[config.mk]
export PLATFORM = sky130hd
export DESIGN_NAME = alu_arbiter
export DESIGN_NICKNAME = d
export VERILOG_FILES = /design/src/rtl/alu_arbiter_pkg.sv /design/src/rtl/alu_rr_grant.sv /design/src/rtl/alu_arbiter.sv
export SDC_FILE = /design/constraint.sdc
export NUM_CORES = 1
export LEC_CHECK = 0
export BUFFER_PORTS_ARGS = -buffer_cell sky130_fd_sc_hd__clkbuf_2
export CORE_MARGIN = 1
export CORE_UTILIZATION = 35
export DETAILED_ROUTE_END_ITERATION = 8
export PLACE_DENSITY_LB_ADDON = 0.3
export SLEW_MARGIN = 20
export SYNTH_ARGS = -nofsm -noshare
export SYNTH_HDL_FRONTEND = slang
export SYNTH_SLANG_ARGS = --single-unit
[constraint.sdc]
create_clock -name clk -period 2.4 [get_ports clk]
set_input_delay 0.48 -clock clk [delete_from_list [all_inputs] [get_ports clk]]
set_output_delay 0.48 -clock clk [all_outputs]
set_load 0.005 [all_outputs]
[src/rtl/alu_arbiter_pkg.sv]
// Shared constants and types for the two-port ALU arbiter.
// Opcodes follow the ALU's ALUOperation encoding.
package alu_arbiter_pkg;

  localparam int NPORTS = 2;

  localparam logic [3:0] OP_AND = 4'd0;
  localparam logic [3:0] OP_OR  = 4'd1;
  localparam logic [3:0] OP_NOR = 4'd2;
  localparam logic [3:0] OP_ADD = 4'd3;
  localparam logic [3:0] OP_SUB = 4'd4;
  localparam logic [3:0] OP_LUI = 4'd5;
  localparam logic [3:0] OP_SRL = 4'd6;
  localparam logic [3:0] OP_SLL = 4'd7;
  localparam logic [3:0] OP_LW  = 4'd8;
  localparam logic [3:0] OP_SW  = 4'd9;
  localparam logic [3:0] OP_BNE = 4'd10;

  typedef enum logic [1:0] {
    IDLE = 2'd0,
    EXEC = 2'd1,
    RESP = 2'd2
  } state_t;

endpackage

[src/rtl/alu_rr_grant.sv]
// Combinational 2-way grant: round-robin on ties,
// or fixed port-0 priority when PRIO_MODE is set.
module alu_rr_grant #(
  parameter bit PRIO_MODE = 1'b0
) (
  input  logic [1:0] valid,
  input  logic       last_grant,
  output logic       gnt_vld,
  output logic       gnt
);

  always_comb begin
    gnt_vld = |valid;
    gnt     = 1'b0;
    unique case (1'b1)
      (valid == 2'b11): gnt = PRIO_MODE ? 1'b0 : ~last_grant;
      (valid == 2'b10): gnt = 1'b1;
      default:          gnt = 1'b0;
    endcase
  end

endmodule

[src/rtl/alu_arbiter.sv]
// Shares one combinational ALU between two requesters with
// registered operands and per-port registered responses.
module alu_arbiter
  import alu_arbiter_pkg::*;
#(
  parameter bit PRIO_MODE = 1'b0
) (
  input  logic                     clk,
  input  logic                     reset,
  input  logic [NPORTS-1:0]        req_valid,
  input  logic [NPORTS-1:0][3:0]   req_op,
  input  logic [NPORTS-1:0][31:0]  req_a,
  input  logic [NPORTS-1:0][31:0]  req_b,
  input  logic [NPORTS-1:0][4:0]   req_shamt,
  output logic [NPORTS-1:0]        req_ready,
  output logic [NPORTS-1:0]        rsp_valid,
  output logic [NPORTS-1:0][31:0]  rsp_result,
  output logic [NPORTS-1:0]        rsp_zero,
  input  logic [NPORTS-1:0]        rsp_ready,
  output logic [3:0]               alu_op,
  output logic [31:0]              alu_a,
  output logic [31:0]              alu_b,
  output logic [4:0]               alu_shamt,
  input  logic [31:0]              alu_result,
  input  logic                     alu_zero
);

  state_t      state, state_nxt;
  logic        owner;
  logic        last_grant;
  logic        gnt, gnt_vld;
  logic        hs;
  logic [3:0]  op_q;
  logic [31:0] a_q, b_q;
  logic [4:0]  sh_q;

  alu_rr_grant #(
    .PRIO_MODE (PRIO_MODE)
  ) u_grant (
    .valid      (req_valid),
    .last_grant (last_grant),
    .gnt_vld    (gnt_vld),
    .gnt        (gnt)
  );

  // Ready is gated by reset so nothing is offered during reset.
  assign hs = (state == IDLE) && gnt_vld && !reset;

  always_comb begin
    req_ready = '0;
    if (hs) req_ready[gnt] = 1'b1;
  end

  always_comb begin
    rsp_valid = '0;
    if (state == RESP) rsp_valid[owner] = 1'b1;
  end

  always_comb begin
    state_nxt = state;
    unique case (state)
      IDLE:    if (hs) state_nxt = EXEC;
      EXEC:    state_nxt = RESP;
      RESP:    if (rsp_ready[owner]) state_nxt = IDLE;
      default: state_nxt = IDLE;
    endcase
  end

  always_ff @(posedge clk) begin
    if (reset) state <= IDLE;
    else       state <= state_nxt;
  end

  always_ff @(posedge clk) begin
    if (reset) begin
      owner      <= 1'b0;
      last_grant <= 1'b1;
      op_q       <= '0;
      a_q        <= '0;
      b_q        <= '0;
      sh_q       <= '0;
      rsp_result <= '0;
      rsp_zero   <= '0;
    end else begin
      if (hs) begin
        op_q       <= req_op[gnt];
        a_q        <= req_a[gnt];
        b_q        <= req_b[gnt];
        sh_q       <= req_shamt[gnt];
        owner      <= gnt;
        last_grant <= gnt;
      end
      if (state == EXEC) begin
        rsp_result[owner] <= alu_result;
        rsp_zero[owner]   <= alu_zero;
      end
    end
  end

  assign alu_op    = op_q;
  assign alu_a     = a_q;
  assign alu_b     = b_q;
  assign alu_shamt = sh_q;

endmodule

==> results of run 1 <==
## final cells by class
type,count,area [um2]
well taps,188,235.2
inverters,1,3.754
flip-flops and latches,143,2863
clock inverters,12,181.4
repair buffers,342,1774
multi-input cells,401,2311
fillers,1501,7377
clock buffers,20,456.7
## worst register-to-register path, delay by kind of cell, from the launching register on
family / cells / cell delay [ns]
AOI/OAI and AO/OA: 1 / 0.08
DFF: 1 / 0.53
and+or+nand+nor: 2 / 0.99
## sequential cells by signal, indices dropped and copies added, names as in the netlist
name,count
rsp_result,64
alu_a,32
alu_b,32
alu_shamt,5
alu_op,4
rsp_zero,2
state,2
last_grant,1
owner,1
## cell families (layout without fill, tap and decap cells)
| logic type | count (synthesis) | count (layout) | synth area share |
|---|---|---|---|
| AO/OA/AOI/OAI | 162 | 162 | 0.2048 |
| buffers and inverters | 66 | 375 | 0.05704 |
| flip-flops | 143 | 143 | 0.5242 |
| multiplexers | 1 | 1 | 0.001833 |
| AND/OR/NAND/NOR | 238 | 238 | 0.2121 |
## cells in the mapped netlist, drive strengths merged
master	count
a21o	1
nand3b	2
mux2i	1
nand2	132
nand2b	2
or2	1
nor3	2
inv	1
nor3b	2
a21oi	68
dfxtp	143
nand4	18
and2	1
or3b	1
nand3	18
clkbuf	44
a21boi	1
a221o	55
buf	21
and3b	2
and3	56
a31oi	18
o21ba	1
nor2	1
o21ai	18
## layer usage
| layer | global-route usage | up-vias | part of all wire |
|---|---|---|---|
| met4 | 0.08683 | 0 | 0.019 |
| met3 | 0.07170 | 28 | 0.078 |
| li1 | - | 2799 | - |
| met1 | 0.2461 | 2649 | 0.41 |
| met2 | 0.3807 | 247 | 0.49 |
| met5 | 0 | - | 0 |
## through the flow
| stage | utilization | hold WS (ns) |
|---|---|---|
| after global placement | 0.4728 | 0.4401 |
| after floorplan | - | 0.4308 |
| after global routing | 0.5147 | 0.2641 |
| after CTS | 0.5147 | 0.2591 |
| final | 0.5147 | 0.2833 |
| after detailed placement | 0.4728 | 0.4465 |
## worst max path at each step
stage                   from      endpoint  cells past startpoint
floorplan              reset  req_ready[1]                      5
global placement       reset     alu_a[28]                      5
detailed placement     reset     alu_a[28]                      5
CTS                 state[1]  req_ready[0]                      3
global route        state[1]  req_ready[0]                      3
finish              state[1]  req_ready[0]                      3
## power breakdown
part	switching [W]	total (W)	internal, W
Sequential	0.000106	0.00266	0.00255
Clock	0.00104	0.00284	0.00180
Combinational	0.000442	0.000848	0.000406
==> flow_summary_export.csv, run 1 <==
group,metric,value,unit
grt,overflow,0,
logic_synthesis,synthCells,610,
min_path,hold_path.class,"input pin to flop",
worst_setup_path,worstSetupPathType,"flop to primary output",
worst_setup_path,worst_r2r_endpoint,"rsp_result[30]",
final_layout,final_cell_mix,"clkbuf_2 (327), dfxtp_1 (143), nand2_1 (132), a21oi_1 (68)",
final_layout,drive_above_1_share,0.4124,
route,via_count,5723,
timing,worstMarginPinSlew,0.9115,ns
clock_tree,path_clk_slew,0.06,ns
logic_synthesis,synth_warnings,0,
final_layout,nets,1091,
route,post_drt_wl_per_cell,16.07,um
worst_setup_path,reg2regPathDepth,3,
worst_setup_path,cp-end-kind,"primary output",
grt,grt_pass1_wl,27.48,mm
power_and_ir_drop,p_leak,3.783,nW
min_path,whs_endpoint,"alu_b[31]",
grt,track_usage,0.2185,
final_layout,final_area,0.007825,mm2
worst_setup_path,critPathMaxFanout,15,
timing,slew_headroom,0.3923,
route,first_iter_violations,352,
grt,grt_max_degree,87,
clock_tree,htree_num_levels,4,
timing,skew,0.008708,ns
clock_tree,hold_buffers,0,
logic_synthesis,synth_top_area_frac,0.5242,
timing,maxSlewViolCount,0,
floorplanning,dieArea,0.01611,mm2
place,pre_cts_slack,0.6114,ns
timing,final_hold_viol_count,0,
final_layout,final_common_cell,"clkbuf_2",
place,hpwl,12.33,mm
logic_synthesis,syn_nets,795,
power_and_ir_drop,power,0.006349,W
final_layout,area_delta_synth_final,43.28,%
grt,antenna_found_initial,0,
place,place_area,0.007187,mm2
route,drtAntennaViolNets,0,
power_and_ir_drop,peakVddDrop,0.4644,mV
worst_setup_path,crit_path_cell_trace,"nor3_4 > and3_4 > clkbuf_2",
timing,max_freq,474.7,MHz
status,status,"completed",
route,drcViolationCount,0,
clock_tree,cts_sinks,143,
logic_synthesis,syn_area,0.005461,mm2
worst_setup_path,cpPeakStageDelay,0.42,ns
worst_setup_path,critical_path_buf_inv_count,1,
grt,grt_pass1_vias,5331,
timing,setup_viol,0,
logic_synthesis,yosysSeqAreaShare,0.5242,
floorplanning,die_w,126.9,um
clock_tree,post_cts_buffers,0,
logic_synthesis,ys_top_cells_by_area,"dfxtp_1 (52%), a221o_1 (10%), nand2_1 (9.1%)",
worst_setup_path,cp.required,1.92,ns
worst_setup_path,path_delay_family,"simple AND/OR/NAND/NOR gates",
floorplanning,die_h,126.9,um
timing,rsz0062_at_grt,"false",
place,place.gp.congestion,0.7712,
logic_synthesis,synthDistinctLibCells,30,
clock_tree,cts_buffer_depth,2,
run,maxCapViolations,0,
clock_tree,cts-buffers-inserted,17,
final_layout,diodes,0,
clock_tree,clockRootBuffer,"clkbuf_16",
route,firstDrtPassIters,4,
place,port_buffers,327,
min_path,min_path_cells,2,
worst_setup_path,cp.arrival,1.63,ns
timing,fin_crit,2.107,ns
floorplanning,rows,45,
min_path,holdCritStartpoint,"req_b[31]",
route,wl,17.79,mm
worst_setup_path,start_kind,"flop",
worst_setup_path,r2r-start,"state[0]",
logic_synthesis,synth_seq_cells,143,
clock_tree,cts_resized,0,
floorplanning,start_util,0.3593,
floorplanning,ioPinCount,328,
worst_setup_path,worst-r2r-setup-slack,0.64,ns
clock_tree,clk_latency,0.42,ns
final_layout,fin_cells,1107,
timing,setup_ws,0.2933,ns
timing,period_share,0.8778,
route,vias_per_cell,5.170,
timing,fin_setup_tns,0,ns
power_and_ir_drop,cellPowerDensity,811.4,mW/mm2
place,placedCellCount,1075,
worst_setup_path,cp_slowest_cell,"dfxtp_1",
floorplanning,core-area,0.01520,mm2
logic_synthesis,synth.largest_area_cell,"dfxtp_1",
clock_tree,tritoncts,"built",
logic_synthesis,synth_area_per_cell,8.953,um2
(Power assumes the default switching activity.)
==> run 2, diff against run 1 <==
--- a/config.mk
+++ b/config.mk
@@ -10,5 +10,5 @@
 export CORE_UTILIZATION = 35
 export DETAILED_ROUTE_END_ITERATION = 8
-export PLACE_DENSITY_LB_ADDON = 0.3
+export PLACE_DENSITY = 0.67
 export SLEW_MARGIN = 20
 export SYNTH_ARGS = -nofsm -noshare
==> constraint.sdc (replaced) <==
create_clock -name clk -period 2.4 [get_ports clk]
set_input_delay 0.48 -clock clk [delete_from_list [all_inputs] [get_ports clk]]
set_output_delay 0.48 -clock clk [all_outputs]
set_load 0.02 [all_outputs]
==> run 2 against run 1 <==
Clock skew decreased by 0.0015 ns. Combinational power grew 24%. Register-to-register slack improved by 0.03 ns. Largest cell class unchanged. Sequential share of layout area fell by 0.076 points. Design area is 0.21% higher. Hold slack lost 0.00091 ns. Non-clock buffer count decreased by 2. Highest routed layer unchanged. Via count shrank 1.1%.
==> flow_summary_export.csv, run 2 (synthesis results as in run 1) <==
group,metric,value,unit
route,drcViolationCount,0,
clock_tree,path_clk_slew,0.06,ns
worst_setup_path,cp.required,1.92,ns
clock_tree,cts-buffers-inserted,17,
timing,worstMarginPinSlew,0.9067,ns
grt,grt_pass1_vias,5327,
final_layout,fillerInstances,1469,
timing,fin_setup_tns,0,ns
route,vias_per_cell,5.120,
clock_tree,tritoncts,"built",
floorplanning,die_h,126.9,um
timing,skew,0.007240,ns
route,first_iter_violations,314,
route,post_drt_wl_per_cell,16.00,um
worst_setup_path,cpPeakStageDelay,0.41,ns
route,wl,17.68,mm
power_and_ir_drop,cellPowerDensity,841.5,mW/mm2
clock_tree,cts_sinks,143,
route,via_count,5658,
timing,holdWs,0.2824,ns
clock_tree,clockRootBuffer,"clkbuf_16",
grt,grt_pass1_wl,27.18,mm
worst_setup_path,critPathMaxFanout,17,
timing,maxSlewViolCount,0,
final_layout,nets,1089,
floorplanning,rows,45,
final_layout,final_common_cell,"clkbuf_2",
timing,period_share,0.9268,
worst_setup_path,start_kind,"flop",
clock_tree,cts_buffer_depth,2,
final_layout,final_area,0.007841,mm2
worst_setup_path,cp.arrival,1.74,ns
grt,overflow,0,
run,maxCapViolations,0,
floorplanning,ioPinCount,328,
min_path,hold_path.class,"input pin to flop",
grt,antenna_found_initial,0,
place,place_area,0.007197,mm2
worst_setup_path,crit_path_cell_trace,"nor3_4 > and3_4 > clkbuf_2",
place,pre_cts_slack,0.4833,ns
worst_setup_path,reg2regPathDepth,3,
final_layout,top_register,"rsp_result",
clock_tree,htree_num_levels,4,
final_layout,drive_above_1_share,0.4111,
final_layout,area_delta_synth_final,43.57,%
floorplanning,core-area,0.01520,mm2
power_and_ir_drop,p_leak,3.790,nW
place,port_buffers,327,
final_layout,final_cell_mix,"clkbuf_2 (327), dfxtp_1 (143), nand2_1 (132), a21oi_1 (68)",
timing,rsz0062_at_grt,"false",
final_layout,largest_reg_flops,64,
power_and_ir_drop,peakVddDrop,0.4614,mV
route,drtAntennaViolNets,0,
min_path,min_path_cells,2,
status,status,"completed",
timing,fin_crit,2.224,ns
floorplanning,die_w,126.9,um
worst_setup_path,cp_slowest_cell,"dfxtp_1",
final_layout,diodes,0,
timing,slew_headroom,0.3955,
timing,setup_viol,0,
floorplanning,dieArea,0.01611,mm2
clock_tree,clk_latency,0.42,ns
grt,grt_max_degree,92,
clock_tree,post_cts_buffers,0,
timing,final_hold_viol_count,0,
timing,setup_ws,0.1756,ns
clock_tree,hold_buffers,0,
route,firstDrtPassIters,4,
final_layout,utilization,0.5158,
worst_setup_path,cp-end-kind,"primary output",
timing,max_freq,449.6,MHz
place,place.gp.congestion,0.8103,
place,hpwl,12.14,mm
grt,track_usage,0.2155,
floorplanning,start_util,0.3593,
worst_setup_path,worstSetupPathType,"flop to primary output",
clock_tree,cts_resized,0,
run 2: cell types whose count changed in the layout (fill, tap and decap cells not counted):
cell,delta
clkinvlp_4,-2
inv_8,+2
clkbuf_8,-1
buf_4,-4
clkinv_2,-1
inv_6,+2
buf_12,+2
run 2: stage by stage:
| step | power (W) | instances |
|---|---|---|
| 2_1_floorplan | 0.003311 | 610 |
| 3_3_place_gp | 0.003749 | 1073 |
| 3_5_place_dp | 0.003759 | 1073 |
| 4_1_cts | 0.006646 | 1105 |
| 5_1_grt | 0.006873 | 1105 |
| 6_report | 0.006598 | 1105 |
run 2: worst max-delay path, delay by kind of cell, from the launching register on:
kind / cells / cell delay, ns
simple gates: 2 / 0.69
flops: 1 / 0.41
buf+inv: 1 / 0.22
run 2: cell type report:
type | instances | area [um2] | area share
clock buffers | 19 | 442.9 | 0.05649
well taps | 188 | 235.2 | 0.03000
repair buffers | 340 | 1784 | 0.2275
multi-input cells | 401 | 2311 | 0.2947
flip-flops and latches | 143 | 2863 | 0.3651
clock inverters | 13 | 201.4 | 0.02569
inverters | 1 | 3.754 | 0.0004787
run 2: routing by layer:
metal,part of all wire,track usage
met1,0.42,0.2640
met5,0,0
met3,0.080,0.05652
met4,0.022,0.09034
met2,0.48,0.3578
run 2: path summary, 6_finish.rpt:
kind,from,end,slack [ns]
max,state[1],req_ready[0],0.18
min,req_a[7],alu_a[7],0.28
max reg2reg,state[0],rsp_result[12],0.67
min reg2reg,rsp_result[3],rsp_result[3],0.45
run 2: report_power, final:
| part | total, W | internal (W) | switching [W] |
|---|---|---|---|
| registers | 0.00266 | 0.00255 | 0.000105 |
| logic | 0.00105 | 0.000413 | 0.000639 |
| clock network | 0.00289 | 0.00180 | 0.00109 |
| total | 0.00660 | 0.00476 | 0.00184 |
